===== src/rtl/axi4_lite_pkg.sv =====
// Shared types for the AXI4-Lite manager slice: FSM state encoding and response codes.
package axi4_lite_pkg;

  typedef enum logic [2:0] {
    IDLE,
    WR_REQ,
    WR_RESP,
    RD_REQ,
    RD_DATA,
    RSP
  } state_e;

  localparam logic [1:0] OKAY   = 2'b00;
  localparam logic [1:0] SLVERR = 2'b10;

endpackage


===== src/rtl/axi4_if.sv =====
// AXI4-Lite bundle with manager and subordinate views.
interface axi4_if #(
  parameter int ADDR_WIDTH = 32,
  parameter int DATA_WIDTH = 32
);

  logic                    awvalid;
  logic                    awready;
  logic [ADDR_WIDTH-1:0]   awaddr;
  logic [2:0]              awprot;
  logic                    wvalid;
  logic                    wready;
  logic [DATA_WIDTH-1:0]   wdata;
  logic [DATA_WIDTH/8-1:0] wstrb;
  logic                    bvalid;
  logic                    bready;
  logic [1:0]              bresp;
  logic                    arvalid;
  logic                    arready;
  logic [ADDR_WIDTH-1:0]   araddr;
  logic [2:0]              arprot;
  logic                    rvalid;
  logic                    rready;
  logic [DATA_WIDTH-1:0]   rdata;
  logic [1:0]              rresp;

  modport manager (
    output awvalid, awaddr, awprot, wvalid, wdata, wstrb, bready,
           arvalid, araddr, arprot, rready,
    input  awready, wready, bvalid, bresp, arready, rvalid, rdata, rresp
  );

  modport subordinate (
    input  awvalid, awaddr, awprot, wvalid, wdata, wstrb, bready,
           arvalid, araddr, arprot, rready,
    output awready, wready, bvalid, bresp, arready, rvalid, rdata, rresp
  );

endinterface


===== src/rtl/axi4_lite_wdt.sv =====
// Saturating wait counter; expired holds once TIMEOUT_CYCLES-1 wait cycles have elapsed.
module axi4_lite_wdt #(
  parameter int TIMEOUT_CYCLES = 256
) (
  input  logic aclk,
  input  logic aresetn,
  input  logic clr,
  input  logic en,
  output logic expired
);

  localparam int            CW   = $clog2(TIMEOUT_CYCLES);
  localparam logic [CW-1:0] LAST = CW'(TIMEOUT_CYCLES - 1);

  logic [CW-1:0] r_cnt;

  always_ff @(posedge aclk or negedge aresetn) begin
    if (!aresetn)            r_cnt <= '0;
    else if (clr)            r_cnt <= '0;
    else if (en && !expired) r_cnt <= r_cnt + 1'b1;
  end

  assign expired = (r_cnt == LAST);

endmodule


===== src/rtl/axi4_lite_mgr.sv =====
// Single-outstanding AXI4-Lite manager: turns a cmd/rsp handshake pair into one
// AXI read or write, with a wait-cycle timeout that forces an SLVERR response.
module axi4_lite_mgr
  import axi4_lite_pkg::*;
#(
  parameter int DATA_WIDTH     = 32,
  parameter int ADDR_WIDTH     = 32,
  parameter int TIMEOUT_CYCLES = 256
) (
  input  logic                    aclk,
  input  logic                    aresetn,
  input  logic                    cmd_valid,
  output logic                    cmd_ready,
  input  logic                    cmd_write,
  input  logic [ADDR_WIDTH-1:0]   cmd_addr,
  input  logic [DATA_WIDTH-1:0]   cmd_wdata,
  input  logic [DATA_WIDTH/8-1:0] cmd_wstrb,
  output logic                    rsp_valid,
  input  logic                    rsp_ready,
  output logic [DATA_WIDTH-1:0]   rsp_rdata,
  output logic [1:0]              rsp_resp,
  output logic                    rsp_timeout,
  axi4_if.manager                 m_axi
);

  localparam int STRB_W = DATA_WIDTH / 8;

  state_e                r_state;
  logic                  r_cmd_ready;
  logic                  r_awvalid, r_wvalid, r_bready, r_arvalid, r_rready;
  logic [ADDR_WIDTH-1:0] r_addr;
  logic [DATA_WIDTH-1:0] r_wdata;
  logic [STRB_W-1:0]     r_wstrb;
  logic                  r_rsp_valid;
  logic [DATA_WIDTH-1:0] r_rsp_rdata;
  logic [1:0]            r_rsp_resp;
  logic                  r_rsp_timeout;

  logic w_accept, w_aw_done, w_w_done, w_wdt_en, w_expired, w_done, w_timeout;

  assign w_accept  = cmd_valid && r_cmd_ready;
  // A channel is done once its valid has dropped or its handshake lands this cycle.
  assign w_aw_done = !r_awvalid || m_axi.awready;
  assign w_w_done  = !r_wvalid  || m_axi.wready;
  assign w_wdt_en  = (r_state == WR_REQ) || (r_state == WR_RESP) ||
                     (r_state == RD_REQ) || (r_state == RD_DATA);

  always_comb begin
    w_done = 1'b0;
    case (r_state)
      WR_REQ:  w_done = w_aw_done && w_w_done;
      WR_RESP: w_done = m_axi.bvalid;
      RD_REQ:  w_done = m_axi.arready;
      RD_DATA: w_done = m_axi.rvalid;
      default: w_done = 1'b0;
    endcase
  end

  // A progress handshake on the expiry cycle takes priority over the abort.
  assign w_timeout = w_wdt_en && w_expired && !w_done;

  axi4_lite_wdt #(.TIMEOUT_CYCLES(TIMEOUT_CYCLES)) u_wdt (
    .aclk    (aclk),
    .aresetn (aresetn),
    .clr     (w_accept),
    .en      (w_wdt_en),
    .expired (w_expired)
  );

  always_ff @(posedge aclk or negedge aresetn) begin
    if (!aresetn) begin
      r_state       <= IDLE;
      r_cmd_ready   <= 1'b0;
      r_awvalid     <= 1'b0;
      r_wvalid      <= 1'b0;
      r_bready      <= 1'b0;
      r_arvalid     <= 1'b0;
      r_rready      <= 1'b0;
      r_addr        <= '0;
      r_wdata       <= '0;
      r_wstrb       <= '0;
      r_rsp_valid   <= 1'b0;
      r_rsp_rdata   <= '0;
      r_rsp_resp    <= OKAY;
      r_rsp_timeout <= 1'b0;
    end else if (w_timeout) begin
      r_awvalid     <= 1'b0;
      r_wvalid      <= 1'b0;
      r_bready      <= 1'b0;
      r_arvalid     <= 1'b0;
      r_rready      <= 1'b0;
      r_rsp_valid   <= 1'b1;
      r_rsp_rdata   <= '0;
      r_rsp_resp    <= SLVERR;
      r_rsp_timeout <= 1'b1;
      r_state       <= RSP;
    end else begin
      case (r_state)
        IDLE: begin
          r_cmd_ready <= 1'b1;
          if (w_accept) begin
            r_cmd_ready   <= 1'b0;
            r_addr        <= cmd_addr;
            r_wdata       <= cmd_wdata;
            r_wstrb       <= cmd_wstrb;
            r_rsp_timeout <= 1'b0;
            if (cmd_write) begin
              r_awvalid <= 1'b1;
              r_wvalid  <= 1'b1;
              r_state   <= WR_REQ;
            end else begin
              r_arvalid <= 1'b1;
              r_state   <= RD_REQ;
            end
          end
        end
        WR_REQ: begin
          if (w_aw_done && w_w_done) begin
            r_awvalid <= 1'b0;
            r_wvalid  <= 1'b0;
            r_bready  <= 1'b1;
            r_state   <= WR_RESP;
          end else begin
            if (r_awvalid && m_axi.awready) r_awvalid <= 1'b0;
            if (r_wvalid && m_axi.wready)   r_wvalid  <= 1'b0;
          end
        end
        WR_RESP: begin
          if (m_axi.bvalid) begin
            r_bready    <= 1'b0;
            r_rsp_resp  <= m_axi.bresp;
            r_rsp_rdata <= '0;
            r_rsp_valid <= 1'b1;
            r_state     <= RSP;
          end
        end
        RD_REQ: begin
          if (m_axi.arready) begin
            r_arvalid <= 1'b0;
            r_rready  <= 1'b1;
            r_state   <= RD_DATA;
          end
        end
        RD_DATA: begin
          if (m_axi.rvalid) begin
            r_rready    <= 1'b0;
            r_rsp_rdata <= m_axi.rdata;
            r_rsp_resp  <= m_axi.rresp;
            r_rsp_valid <= 1'b1;
            r_state     <= RSP;
          end
        end
        RSP: begin
          if (rsp_ready) begin
            r_rsp_valid <= 1'b0;
            r_cmd_ready <= 1'b1;
            r_state     <= IDLE;
          end
        end
        default: r_state <= IDLE;
      endcase
    end
  end

  assign cmd_ready     = r_cmd_ready;
  assign rsp_valid     = r_rsp_valid;
  assign rsp_rdata     = r_rsp_rdata;
  assign rsp_resp      = r_rsp_resp;
  assign rsp_timeout   = r_rsp_timeout;

  assign m_axi.awvalid = r_awvalid;
  assign m_axi.awaddr  = r_addr;
  assign m_axi.awprot  = 3'b000;
  assign m_axi.wvalid  = r_wvalid;
  assign m_axi.wdata   = r_wdata;
  assign m_axi.wstrb   = r_wstrb;
  assign m_axi.bready  = r_bready;
  assign m_axi.arvalid = r_arvalid;
  assign m_axi.araddr  = r_addr;
  assign m_axi.arprot  = 3'b000;
  assign m_axi.rready  = r_rready;

endmodule


===== src/flat_wrapper.sv =====
// flat-port wrapper written by rule: the top's interface ports become plain ports
module axi4_lite_mgr_flat import axi4_lite_pkg::*;
#(
  parameter int DATA_WIDTH     = 32,
  parameter int ADDR_WIDTH     = 32,
  parameter int TIMEOUT_CYCLES = 256
)
  (aclk, aresetn, cmd_valid, cmd_ready, cmd_write, cmd_addr, cmd_wdata, cmd_wstrb, rsp_valid, rsp_ready, rsp_rdata, rsp_resp, rsp_timeout, m_axi_awvalid, m_axi_awaddr, m_axi_awprot, m_axi_wvalid, m_axi_wdata, m_axi_wstrb, m_axi_bready, m_axi_arvalid, m_axi_araddr, m_axi_arprot, m_axi_rready, m_axi_awready, m_axi_wready, m_axi_bvalid, m_axi_bresp, m_axi_arready, m_axi_rvalid, m_axi_rdata, m_axi_rresp);
  axi4_if #(.ADDR_WIDTH(ADDR_WIDTH), .DATA_WIDTH(DATA_WIDTH)) m_axi_i ();
  input  logic aclk;
  input  logic aresetn;
  input  logic cmd_valid;
  output logic cmd_ready;
  input  logic cmd_write;
  input  logic [ADDR_WIDTH-1:0] cmd_addr;
  input  logic [DATA_WIDTH-1:0] cmd_wdata;
  input  logic [DATA_WIDTH/8-1:0] cmd_wstrb;
  output logic rsp_valid;
  input  logic rsp_ready;
  output logic [DATA_WIDTH-1:0] rsp_rdata;
  output logic [1:0] rsp_resp;
  output logic rsp_timeout;
  output wire logic [$bits(m_axi_i.awvalid)-1:0] m_axi_awvalid;
  output wire logic [$bits(m_axi_i.awaddr)-1:0] m_axi_awaddr;
  output wire logic [$bits(m_axi_i.awprot)-1:0] m_axi_awprot;
  output wire logic [$bits(m_axi_i.wvalid)-1:0] m_axi_wvalid;
  output wire logic [$bits(m_axi_i.wdata)-1:0] m_axi_wdata;
  output wire logic [$bits(m_axi_i.wstrb)-1:0] m_axi_wstrb;
  output wire logic [$bits(m_axi_i.bready)-1:0] m_axi_bready;
  output wire logic [$bits(m_axi_i.arvalid)-1:0] m_axi_arvalid;
  output wire logic [$bits(m_axi_i.araddr)-1:0] m_axi_araddr;
  output wire logic [$bits(m_axi_i.arprot)-1:0] m_axi_arprot;
  output wire logic [$bits(m_axi_i.rready)-1:0] m_axi_rready;
  input wire logic [$bits(m_axi_i.awready)-1:0] m_axi_awready;
  input wire logic [$bits(m_axi_i.wready)-1:0] m_axi_wready;
  input wire logic [$bits(m_axi_i.bvalid)-1:0] m_axi_bvalid;
  input wire logic [$bits(m_axi_i.bresp)-1:0] m_axi_bresp;
  input wire logic [$bits(m_axi_i.arready)-1:0] m_axi_arready;
  input wire logic [$bits(m_axi_i.rvalid)-1:0] m_axi_rvalid;
  input wire logic [$bits(m_axi_i.rdata)-1:0] m_axi_rdata;
  input wire logic [$bits(m_axi_i.rresp)-1:0] m_axi_rresp;
  assign m_axi_awvalid = m_axi_i.awvalid;
  assign m_axi_awaddr = m_axi_i.awaddr;
  assign m_axi_awprot = m_axi_i.awprot;
  assign m_axi_wvalid = m_axi_i.wvalid;
  assign m_axi_wdata = m_axi_i.wdata;
  assign m_axi_wstrb = m_axi_i.wstrb;
  assign m_axi_bready = m_axi_i.bready;
  assign m_axi_arvalid = m_axi_i.arvalid;
  assign m_axi_araddr = m_axi_i.araddr;
  assign m_axi_arprot = m_axi_i.arprot;
  assign m_axi_rready = m_axi_i.rready;
  assign m_axi_i.awready = m_axi_awready;
  assign m_axi_i.wready = m_axi_wready;
  assign m_axi_i.bvalid = m_axi_bvalid;
  assign m_axi_i.bresp = m_axi_bresp;
  assign m_axi_i.arready = m_axi_arready;
  assign m_axi_i.rvalid = m_axi_rvalid;
  assign m_axi_i.rdata = m_axi_rdata;
  assign m_axi_i.rresp = m_axi_rresp;
  axi4_lite_mgr #(.DATA_WIDTH(DATA_WIDTH), .ADDR_WIDTH(ADDR_WIDTH), .TIMEOUT_CYCLES(TIMEOUT_CYCLES)) u_core (.aclk(aclk), .aresetn(aresetn), .cmd_valid(cmd_valid), .cmd_ready(cmd_ready), .cmd_write(cmd_write), .cmd_addr(cmd_addr), .cmd_wdata(cmd_wdata), .cmd_wstrb(cmd_wstrb), .rsp_valid(rsp_valid), .rsp_ready(rsp_ready), .rsp_rdata(rsp_rdata), .rsp_resp(rsp_resp), .rsp_timeout(rsp_timeout), .m_axi(m_axi_i));
endmodule

===== config.mk =====
export PLATFORM = sky130hd
export DESIGN_NAME = axi4_lite_mgr_flat
export DESIGN_NICKNAME = d
export VERILOG_FILES = /design/src/rtl/axi4_lite_pkg.sv /design/src/rtl/axi4_if.sv /design/src/rtl/axi4_lite_wdt.sv /design/src/rtl/axi4_lite_mgr.sv /design/src/flat_wrapper.sv
export SDC_FILE = /design/constraint.sdc
export NUM_CORES = 1
export LEC_CHECK = 0
export CORE_ASPECT_RATIO = 0.75
export CORE_MARGIN = 3
export CORE_UTILIZATION = 44
export CTS_CLUSTER_SIZE = 14
export DETAILED_ROUTE_END_ITERATION = 16
export PLACE_DENSITY_LB_ADDON = 0.25
export SLEW_MARGIN = 20
export SYNTH_ARGS = -nofsm -noshare
export SYNTH_HDL_FRONTEND = slang
export SYNTH_HIERARCHICAL = 1
export SYNTH_SLANG_ARGS = --single-unit
export TNS_END_PERCENT = 20

===== constraint.sdc =====
create_clock -name aclk -period 5.34 [get_ports aclk]
set_clock_uncertainty 0.05 [all_clocks]
set_input_delay 0.534 -clock aclk [delete_from_list [all_inputs] [get_ports aclk]]
set_output_delay 0.534 -clock aclk [all_outputs]
set_load 0.05 [all_outputs]

### Word level (Yosys, flattened, before mapping)

Index checks and enable logic that the tools add are counted.
W data, S select, Z words.

* register bits: 121
* latch bits: 0
* bits in writable memories: 0
* bits in read-only memories: 0
* word-level logic and storage cells: 126
* memories: 0

* add/subtract/negate cells: 1
* multiply operators: 0
* divide/modulo/power cells: 0
* $lt $le $gt $ge: 0
* eq/ne operators: 17
* shift-type cells: 0
* muxes and demuxes: 54
* bitwise logic cells: 1
* reduce and logical (&&, ||, !) cells: 38

Operators with widths (count)
* $mux W32: 3
* $pmux W32 S2: 1
* $mux W1: 27
* $ne A3 B2 Y1 const B: 8
* $mux W3: 7
* $pmux W3 S6: 1
* $mux W8: 2
* $reduce_and A4 Y1: 4
* $reduce_and A3 Y1: 5
* $reduce_bool A3 Y1: 5
* $pmux W1 S2: 6
* $add A8 B1 Y8 const B: 1
* $eq A8 B8 Y1 const B: 1
* $mux W2: 4
* $ne A4 B3 Y1 const B: 2
* $reduce_bool A2 Y1: 4
* $logic_and A1 B1 Y1: 7
* $eq A3 B2 Y1 const B: 2
* $eq A3 B3 Y1 const B: 2
* $reduce_and A6 Y1: 1
* $logic_or A1 B1 Y1: 5
* $logic_not A1 Y1: 4
* $pmux W1 S4: 1
* $pmux W2 S2: 1
* 7 further kinds: 7

### Logic depth before layout (Yosys ltp)

Gate-level depths: netlist of the first run.

* depth after elaboration: 8
* depth in mapped cells: 8
* mapped depth without buffers: 8

### By module

The synthesis of the first run kept the hierarchy.

Modules (own cells, without submodules)
* axi4_lite_mgr: times used 1, cells an instance 368, area an instance 4860.9 sq um, seq. area each 2827.7 sq um
* axi4_lite_wdt: times used 1, cells an instance 47, area an instance 469.2 sq um, seq. area each 200.2 sq um

### Worst setup path after synthesis of the first run

No wires, ideal clock.

* path kind: reg2reg
* from: register u_core.u_wdt.r_cnt[0]
* to: register u_core.r_state[0]
* arrival time: 2.173 ns
* data required time: 5.162 ns
* slack: 2.989 ns
* stages on the path, launching flop included: 8
* path buffers: 0
* period minus slack after synthesis: 2.351 ns
* cell sequence: dfrtp_1 > ha_1 > and4_4 > and2_2 > inv_1 > or4_4 > a21oi_2 > mux2_1

* longest elaborated chain between the ends: 5
* elaborated cells between the ends (all ways): 11
* those cells by class: 7 x eq/ne; 1 x mux; 3 x reduce/logical

RTL lines
* start, declared: RTL line axi4_lite_wdt.sv:15 `logic [CW-1:0] r_cnt;`
* start signal, assigned: RTL line axi4_lite_wdt.sv:20 `else if (en && !expired) r_cnt <= r_cnt + 1'b1;`
* $eq A8 B8 Y1 *: RTL line axi4_lite_wdt.sv:23 `assign expired = (r_cnt == LAST);`
* net u_core.w_expired: RTL line axi4_lite_mgr.sv:39 `logic w_accept, w_aw_done, w_w_done, w_wdt_en, w_expired, w_done, w_timeout;`
* $logic_and A1 B1 Y1 * (2 in series): RTL line axi4_lite_mgr.sv:60 `assign w_timeout = w_wdt_en && w_expired && !w_done;`
* $ne A3 B2 Y1 (no line)
* $reduce_and A6 Y1 (no line)
* end signal, assigned: RTL line axi4_lite_mgr.sv:72 `r_state <= IDLE;`
* end signal, assigned: RTL line axi4_lite_mgr.sv:96 `r_state <= RSP;`
* end signal, assigned: RTL line axi4_lite_mgr.sv:110 `r_state <= WR_REQ;`
* end, declared: RTL line axi4_lite_mgr.sv:28 `state_e r_state;`

The timed path passes the listed nets; every way through them passes the cells marked *.
A chain may end at the register's enable or synchronous reset.

### Worst setup path in the final report of the first run

* from: register u_core.r_state[0]
* to: register u_core.r_state[0]

* longest elaborated chain between the ends: 8
* elaborated cells between the ends (all ways): 22
* those cells by class: 11 x eq/ne; 3 x mux; 8 x reduce/logical

RTL lines
* parallel branches: the longest is 8 deep, another holds $reduce_and A6 Y1

Parallel ways; which one is timed is not known.

==> results.sh, run 1 <==
export IMPL_cts_buffers=17
export IMPL_yosysWarnings=6
export IMPL_min_period_ps=2850
export IMPL_cts_htree_levels=4
export IMPL_worst_pin_slew_ps=929
export IMPL_ff2ff_setup_slack_ps=2490
export IMPL_hold_path_class="in -> async"
export IMPL_fin_crit_sh=0.534
export IMPL_start_util=0.456
export IMPL_root_buffer="clkbuf_16"
export IMPL_clock_path_buffers=2
export IMPL_cts_num_sinks=121
export IMPL_num_rows=34
export IMPL_dieArea_um2=13500
export IMPL_synth_top_flop_cell="dfrtp_1"
export IMPL_cp_start_kind="flop"
export IMPL_ctsHoldBuffers=0
export IMPL_cp_required_ps=5570
export IMPL_synth_cell_types=55
export IMPL_io_pins=262
export IMPL_synth_seq_cells=121
export IMPL_slew_viol_final=0
export IMPL_cts_setup_buffers=0
export IMPL_crit_path_end_kind="flop"
export IMPL_drtIter0Drc=176
export IMPL_worstSkewPairLatency_ps=400
export IMPL_avgRoutedWirePerCell_um=18.7
export IMPL_antenna_left=0
export IMPL_fill_cells=819
export IMPL_final_cells=813
export IMPL_fin_util=0.717
export IMPL_grt_pass1_wl_mm=23.2
export IMPL_reg2reg_from="u_core/r_state[0]$_DFFE_PN0P_"
export IMPL_reg2reg_depth=6
export IMPL_viasPerCell=5.16
export IMPL_fp_dieH_um=101
export IMPL_max_freq_mhz=351
export IMPL_path_class="reg -> reg"
export IMPL_timing_rr_end="u_core/r_state[0]$_DFFE_PN0P_"
export IMPL_clkSlewWorstSetupHoldPaths_ps=60
export IMPL_route_detailed_drc=0
export IMPL_overflow=0
export IMPL_grt_pass1_vias=4433
export IMPL_hold_viol=0
export IMPL_grt_use_total=0.220
export IMPL_synth_cells=415
export IMPL_arrival_ps=3090
export IMPL_syn_to_final_growth_pct=57.4
export IMPL_rsz0062_at_grt="no"
export IMPL_synthesis_area_um2=5330
export IMPL_tritoncts="yes"
export IMPL_cp_max_fo=36
export IMPL_antennaDiodeCount=0
export IMPL_seq_area_frac_synth=0.568
export IMPL_async_flop_share=1.00
export IMPL_layout_nets=753
export IMPL_wl_mm=15.2
export IMPL_grt_max_degree=72
export IMPL_numPortBuffers=255
export IMPL_final_seq_area_um2=3030
export IMPL_multi_input_area_um2=1920
export IMPL_post_cts_resized=0
export IMPL_setup_viol=0
export IMPL_design_area_um2=8390
export IMPL_status="finished, final reports clean"
export IMPL_maxCapViolCount=0
export IMPL_avgSynthCellArea_um2=12.8
export IMPL_num_vias=4195
export IMPL_gp_congestion=0.872
export IMPL_synth_edf_count=0
export IMPL_dpl_hpwl_mm=10.9
export IMPL_max_slew_margin=0.381
export IMPL_tns_ps=0
export IMPL_antenna_found_initial=0
export IMPL_placed_cells=781
export IMPL_core_area_um2=11700
export IMPL_fp_dieW_um=133
export IMPL_final_layout_size_suffix_gt1_frac=0.169
export IMPL_dpl_cell_area_um2=7750
export IMPL_dr_pass1_iters=4
layout by cell type (no fill, tap or decap), types with 3 or more instances in the layout:
master	count
dfrtp_1	121
inv_1	8
clkdlybuf4s50_1	254
mux2_2	61
conb_1	6
mux2_1	9
o21ai_0	8
nor3_1	6
nor2b_1	6
a22o_1	32
buf_4	4
bufinv_16	4
a21o_1	3
clkinv_4	5
nand2_1	14
a31oi_1	3
a211oi_1	5
clkbuf_16	17
nor2_1	11
a21oi_1	14
and3_1	4
nand3_1	5
nand2b_1	5
o22ai_1	3
metal layers:
layer	wire, µm	GRT usage	vias up
met2	7510	0.366	193
met4	217	0.0664	0
met5	0	0	-
met1	5990	0.264	2085
li1	-	-	1901
met3	1450	0.0953	16
critical path, cell delays in order (launching register included):
cell and delay [ps]:
dfrtp_1 910, nor2_1 220, and3_1 250, buf_4 250, or4_4 500, a21oi_2 220, mux2_1 330
stage by stage:
step / hold WS [ps] / setup slack (ps)
floorplan: 188 / 2990
global placement: 431 / 2300
detailed placement: 431 / 2510
CTS: 212 / 2510
global route: 244 / 2360
finish: 187 / 2490
how the worst max path moves through the flow:
stage	slack (ps)	to	start	cells after the start
floorplan	2990	u_core/r_state[0]$_DFFE_PN0P_	u_core/u_wdt/r_cnt[0]$_DFFE_PN0P_	7
global placement	2300	u_core/rsp_rdata[29]$_DFFE_PN0P_	m_axi_rvalid	6
detailed placement	2510	u_core/r_state[0]$_DFFE_PN0P_	u_core/r_state[0]$_DFFE_PN0P_	6
CTS	2510	u_core/r_state[0]$_DFFE_PN0P_	u_core/r_state[0]$_DFFE_PN0P_	6
global route	2360	u_core/rsp_rdata[4]$_DFFE_PN0P_	u_core/r_state[0]$_DFFE_PN0P_	6
finish	2490	u_core/r_state[0]$_DFFE_PN0P_	u_core/r_state[0]$_DFFE_PN0P_	6
layout make-up:
cell class                 count  share of cell area
tap                          162              0.0242
clock buffer                  18              0.0524
timing repair buffer         258               0.307
inverter                       8             0.00358
sequential                   121               0.361
multi-input combinational    232               0.229
clock inverter                14              0.0236
registers in the layout (all words and copies together) (netlist names), 2 cells and up:
signal and flops:
u_core/m_axi.araddr 32, u_core/m_axi.wdata 32, u_core/m_axi.wstrb 4, u_core/r_state 3
u_core/rsp_rdata 32, u_core/rsp_resp 2, u_core/u_wdt/r_cnt 8
cells in the mapped netlist, types with 2 or more instances:
library cell	number	area, µm²
o22ai_1	3	18.8
nor2b_1	6	37.5
buf_1	2	7.51
o21ai_0	8	40.0
nand3b_1	2	15.0
inv_1	8	30.0
a21o_1	3	22.5
buf_2	11	55.1
nor2_1	12	45.0
nand2b_1	5	31.3
nand2_1	14	52.6
mux2_2	61	687
nand4_1	2	12.5
a21oi_1	14	70.1
and3_1	4	25.0
dfrtp_1	121	3030
a22oi_1	2	15.0
clkbuf_1	6	22.5
o21bai_1	2	15.0
a211oi_1	5	37.5
a31oi_1	3	18.8
mux2_1	9	101
buf_4	39	293
nand3_1	5	25.0
mux2i_1	2	20.0
a22o_1	32	280
nor3_1	6	30.0
logic make-up (layout without fill, tap and decap cells):
family / after synthesis / after routing / synth area share
adders and majority gates: 1 / 1 / 0.00235
and+or+nand+nor: 68 / 68 / 0.0779
other: 1 / 6 / 0.000704
buffers and inverters: 67 / 298 / 0.0786
xor gates and xnor gates: 1 / 1 / 0.00164
AOI/OAI and AO/OA: 83 / 83 / 0.116
DFF: 121 / 121 / 0.568
muxes: 73 / 73 / 0.154
Power of run 1 is left out: the tool's default activity adds up to more than one toggle a clock period on the data nets, which glitch-free logic cannot reach.
==> run 2: changes to the inputs <==
Settings changed: CORE_UTILIZATION 44 to 37.
Clock period 5.34 ns to 2.3 ns, I/O delays scaled along.
==> run 2 against run 1 <==
Against the previous run: die area increased by 18%; via count increased by 0.43%; cell area increased by 2.7%; register-to-register slack got worse by 2500 ps; first-iteration DRC count increased by 0.57%; sequential share of layout area decreased by 0.93 points; final cell count increased by 5.2%; core utilization decreased by 9.7 points; global-route usage decreased by 3.5 points; highest routed layer unchanged.
==> results.sh, run 2 (same netlist as run 1, synthesis figures left out) <==
export IMPL_layout_nets=782
export IMPL_cp_top_family="simple AND/OR/NAND/NOR gates"
export IMPL_fin_crit_sh=0.996
export IMPL_ff2ff_setup_slack_ps=9
export IMPL_gp_congestion=0.879
export IMPL_grt_pass1_vias=4160
export IMPL_cts_setup_buffers=0
export IMPL_fp_dieW_um=145
export IMPL_dpl_worst_slack_ps=-60.7
export IMPL_layout_common_cells="clkdlybuf4s50_1 (254), dfrtp_1 (121), mux2_2 (61)"
export IMPL_antennaDiodeCount=0
export IMPL_layout_commonest_cell="clkdlybuf4s50_1"
export IMPL_dr_pass1_iters=5
export IMPL_wl_mm=15.3
export IMPL_slew_viol_final=0
export IMPL_clock_path_buffers=2
export IMPL_dieArea_um2=15900
export IMPL_syn_to_final_growth_pct=61.5
export IMPL_tns_ps=0
export IMPL_final_layout_size_suffix_gt1_frac=0.210
export IMPL_maxCapViolCount=0
export IMPL_antenna_found_initial=0
export IMPL_cts_num_sinks=121
export IMPL_viasPerCell=4.93
export IMPL_cts_buffers=17
export IMPL_multi_input_area_um2=1960
export IMPL_tritoncts="yes"
export IMPL_num_vias=4213
export IMPL_root_buffer="clkbuf_16"
export IMPL_cp_required_ps=2530
export IMPL_grt_pass1_wl_mm=22.4
export IMPL_antenna_left=0
export IMPL_fp_dieH_um=110
export IMPL_max_slew_margin=0.538
export IMPL_worstPathCellList="ha_4 > and4_4 > and2_2 > inv_2 > or4_4 > a21oi_2 > mux2_1"
export IMPL_numPortBuffers=255
export IMPL_worstSkewPairLatency_ps=400
export IMPL_final_cells=855
export IMPL_avgRoutedWirePerCell_um=17.9
export IMPL_cp_max_fo=5
export IMPL_route_detailed_drc=0
export IMPL_max_freq_mhz=437
export IMPL_num_rows=37
export IMPL_crit_path_end_kind="flop"
export IMPL_hold_path_class="in -> async"
export IMPL_min_period_ps=2290
export IMPL_path_class="reg -> reg"
export IMPL_cp_slowest_stage_delay_ps=550
export IMPL_cts_htree_levels=4
export IMPL_io_pins=262
export IMPL_drtIter0Drc=177
export IMPL_hold_viol=0
export IMPL_dpl_hpwl_mm=11.5
export IMPL_clkSlewWorstSetupHoldPaths_ps=60
export IMPL_core_area_um2=13900
export IMPL_setup_ws_ps=9.08
export IMPL_timing_rr_end="u_core/r_state[0]$_DFFE_PN0P_"
export IMPL_placed_cells=821
export IMPL_grt_max_degree=54
export IMPL_fill_cells=1101
export IMPL_worst_pin_slew_ps=693
export IMPL_reg2reg_from="u_core/u_wdt/r_cnt[1]$_DFFE_PN0P_"
export IMPL_grt_use_total=0.185
export IMPL_status="finished, final reports clean"
export IMPL_setup_viol=0
export IMPL_overflow=0
export IMPL_reg2reg_depth=7
export IMPL_cp_start_kind="flop"
export IMPL_final_seq_area_um2=3030
export IMPL_slowest_stage="or4_4"
export IMPL_path_buf_inv=1
export IMPL_rsz0062_at_grt="yes"
export IMPL_start_util=0.384
export IMPL_arrival_ps=2520
[run 2: how the worst max path moves through the flow]
stage,slack (ps),cells after the start,endpoint,start
2_1_floorplan,2,7,u_core/r_state[0]$_DFFE_PN0P_,u_core/u_wdt/r_cnt[0]$_DFFE_PN0P_
3_3_place_gp,-320,6,u_core/rsp_rdata[11]$_DFFE_PN0P_,m_axi_arready
3_5_place_dp,-60,6,u_core/r_state[0]$_DFFE_PN0P_,m_axi_awready
4_1_cts,3,7,u_core/r_state[0]$_DFFE_PN0P_,u_core/u_wdt/r_cnt[1]$_DFFE_PN0P_
5_1_grt,-40,7,u_core/r_state[0]$_DFFE_PN0P_,u_core/u_wdt/r_cnt[1]$_DFFE_PN0P_
6_report,9,7,u_core/r_state[0]$_DFFE_PN0P_,u_core/u_wdt/r_cnt[1]$_DFFE_PN0P_
[run 2: layout make-up]
| class | count | area share |
|---|---|---|
| flip-flops and latches | 121 | 0.352 |
| repair buffers | 286 | 0.326 |
| multi-input cells | 233 | 0.228 |
| clock buffers | 18 | 0.0510 |
| well taps | 175 | 0.0254 |
| clock inverters | 14 | 0.0144 |
| inverters | 8 | 0.00349 |
[run 2: what timing repair did]
action,4_1_cts,5_1_grt
setup endpoints to repair,1,35
cloned,0,1
hold buffers,1,0
gates resized for setup,1,5
endpoints found under the hold margin,49,0
pin swaps,1,1
[run 2: metrics by stage]
stage / hold WS, ps / instance area [µm²] / util
2_1_floorplan: -116 / 5350 / -
3_3_place_gp: 266 / 7990 / 0.575
3_5_place_dp: 276 / 8000 / 0.576
4_1_cts: 370 / 8580 / 0.618
5_1_grt: 374 / 8610 / 0.620
6_report: 376 / 8610 / 0.620
[run 2: metal layers]
layer	wire, µm	GRT usage	vias to the layer above
met4	247	0.0619	0
met3	1400	0.0683	20
met1	6430	0.235	2016
met2	7250	0.294	210
li1	-	-	1967
met5	0	0	-
Power of run 2 is left out for the same reason.
==> run 3: changes to the inputs <==
Settings changed: CORE_MARGIN 3 to 5.
==> run 3 against run 2 <==
Against the previous run: register-to-register slack improved by 80 ps; count of clock-buffer cells in the layout rose by 6; core utilization fell by 1.7 points; worst setup slack improved by 82 ps; final cell count rose by 2.1%; cell area rose by 0.26%; flip-flop and latch count did not move; global-route usage fell by 0.38 points; hold slack got worse by 9.5 ps; non-clock buffer count fell by 5; fmax rose by 3.7%.
==> results.sh, run 3 (same netlist as run 1, synthesis figures left out) <==
export IMPL_status="finished, final reports clean"
export IMPL_dr_max_layer_used="met4"
export IMPL_antenna_left=0
export IMPL_dr_pass1_iters=4
export IMPL_max_slew_margin=0.586
export IMPL_num_rows=38
export IMPL_max_freq_mhz=453
export IMPL_route_detailed_drc=0
export IMPL_io_pins=262
export IMPL_path_class="reg -> reg"
export IMPL_dpl_hpwl_mm=11.2
export IMPL_fin_crit_sh=0.961
export IMPL_ff2ff_setup_slack_ps=90
export IMPL_hold_path_class="in -> reg"
export IMPL_rsz0062_at_grt="no"
export IMPL_worstSkewPairLatency_ps=400
export IMPL_cts_num_sinks=121
export IMPL_viasPerCell=4.87
export IMPL_fp_dieH_um=114
export IMPL_grt_pass1_vias=4527
export IMPL_core_area_um2=14300
export IMPL_final_layout_size_suffix_gt1_frac=0.201
export IMPL_root_buffer="clkbuf_16"
export IMPL_antenna_found_initial=0
export IMPL_placed_cells=839
export IMPL_grt_max_degree=75
export IMPL_final_cells=873
export IMPL_hold_viol=0
export IMPL_wl_mm=15.3
export IMPL_reg2reg_from="u_core/r_state[2]$_DFFE_PN0P_"
export IMPL_cp_required_ps=2540
export IMPL_grt_pass1_wl_mm=24.3
export IMPL_worstHoldPathCells=2
export IMPL_wl_met3_mm=1.57
export IMPL_tritoncts="yes"
export IMPL_drtIter0Drc=279
export IMPL_critPathLaunch="u_core/r_state[2]$_DFFE_PN0P_"
export IMPL_layout_nets=776
export IMPL_dieArea_um2=16900
export IMPL_routedLengthMet1_mm=6.06
export IMPL_layout_common_cells="clkdlybuf4s50_1 (254), dfrtp_1 (118), mux2_2 (61)"
export IMPL_gp_congestion=0.910
export IMPL_worst_pin_slew_ps=621
export IMPL_grt_use_total=0.181
export IMPL_start_util=0.372
export IMPL_cts_htree_levels=4
export IMPL_overflow=0
export IMPL_clkSlewWorstSetupHoldPaths_ps=50
export IMPL_slew_viol_final=0
export IMPL_clock_path_buffers=2
export IMPL_crit_path_end_kind="flop"
export IMPL_setup_viol=0
export IMPL_route_met2_wl_mm=7.44
export IMPL_layout_commonest_cell="clkdlybuf4s50_1"
export IMPL_num_vias=4254
export IMPL_fp_dieW_um=149
export IMPL_cts_buffers=17
export IMPL_antennaDiodeCount=0
export IMPL_arrival_ps=2440
export IMPL_min_period_ps=2210
export IMPL_maxCapViolCount=0
export IMPL_cp_start_kind="flop"
export IMPL_avgRoutedWirePerCell_um=17.6
export IMPL_reg2reg_depth=5
export IMPL_numPortBuffers=255
export IMPL_cp_max_fo=9
export IMPL_syn_to_final_growth_pct=62.0
export IMPL_critPathCapture="u_core/r_state[0]$_DFFE_PN0P_"
export IMPL_timing_rr_end="u_core/r_state[0]$_DFFE_PN0P_"
==> run 3: changes by cell type in the layout (fill, tap and decap cells not counted), moves of 3 or more <==
cell        change
buf_4           -7
clkbuf_1        +3
clkbuf_8        +3
clkinvlp_4      -3
dfrtp_1         -3
dfrtp_2         +3
==> run 3: critical path: stages, from the launching register on <==
cell	delay (ps)
dfrtp_1	570
nor3b_2	330
a211oi_2	90
or4_4	540
a21oi_2	190
mux2_1	330
==> run 3: routing by layer <==
metal  track usage  vias to the layer above
li1              -                     1955
met1         0.216                     2093
met2         0.294                      189
met3        0.0842                       17
met4        0.0585                        0
met5             0                        -
==> run 3: worst min-delay path by stage <==
stage | startpoint | to | slack (ps)
2_1_floorplan | aresetn | u_core/cmd_ready$_DFFE_PN0P_ | -120
3_3_place_gp | aresetn | u_core/u_wdt/r_cnt[3]$_DFFE_PN0P_ | 230
3_5_place_dp | aresetn | u_core/m_axi.araddr[18]$_DFFE_PN0P_ | 240
4_1_cts | cmd_addr[19] | u_core/m_axi.araddr[19]$_DFFE_PN0P_ | 350
5_1_grt | m_axi_rdata[10] | u_core/rsp_rdata[10]$_DFFE_PN0P_ | 360
6_report | cmd_addr[19] | u_core/m_axi.araddr[19]$_DFFE_PN0P_ | 370
==> run 3: what timing repair did <==
item | 4_1_cts | 5_1_grt
hold buffers | 1 | 0
buffers inserted | 0 | 2
endpoints found under the setup margin | 2 | 36
resized for setup | 1 | 9
hold endpoints to repair | 121 | 0
pin swaps | 0 | 0
==> run 3: through the flow <==
step                utilization  setup TNS, ps  area [µm²]  hold slack, ps  setup WS, ps
floorplan                     -              0        5350            -116          1.65
global placement          0.558              0        7980             234          48.0
detailed placement        0.558          -5.33        7980             241         -5.33
CTS                       0.600              0        8580             350          17.0
global route              0.603              0        8630             361          6.31
finish                    0.603              0        8630             367          90.7
==> run 3: layout make-up <==
class	instances	area [µm²]
Sequential cell	121	3030
Clock buffer	24	492
Inverter	8	30.0
Clock inverter	7	91.3
Multi-Input combinational cell	232	1940
Fill cell	1144	5680
Timing Repair Buffer	281	2800
Tap cell	200	250
Power of run 3 is left out for the same reason.
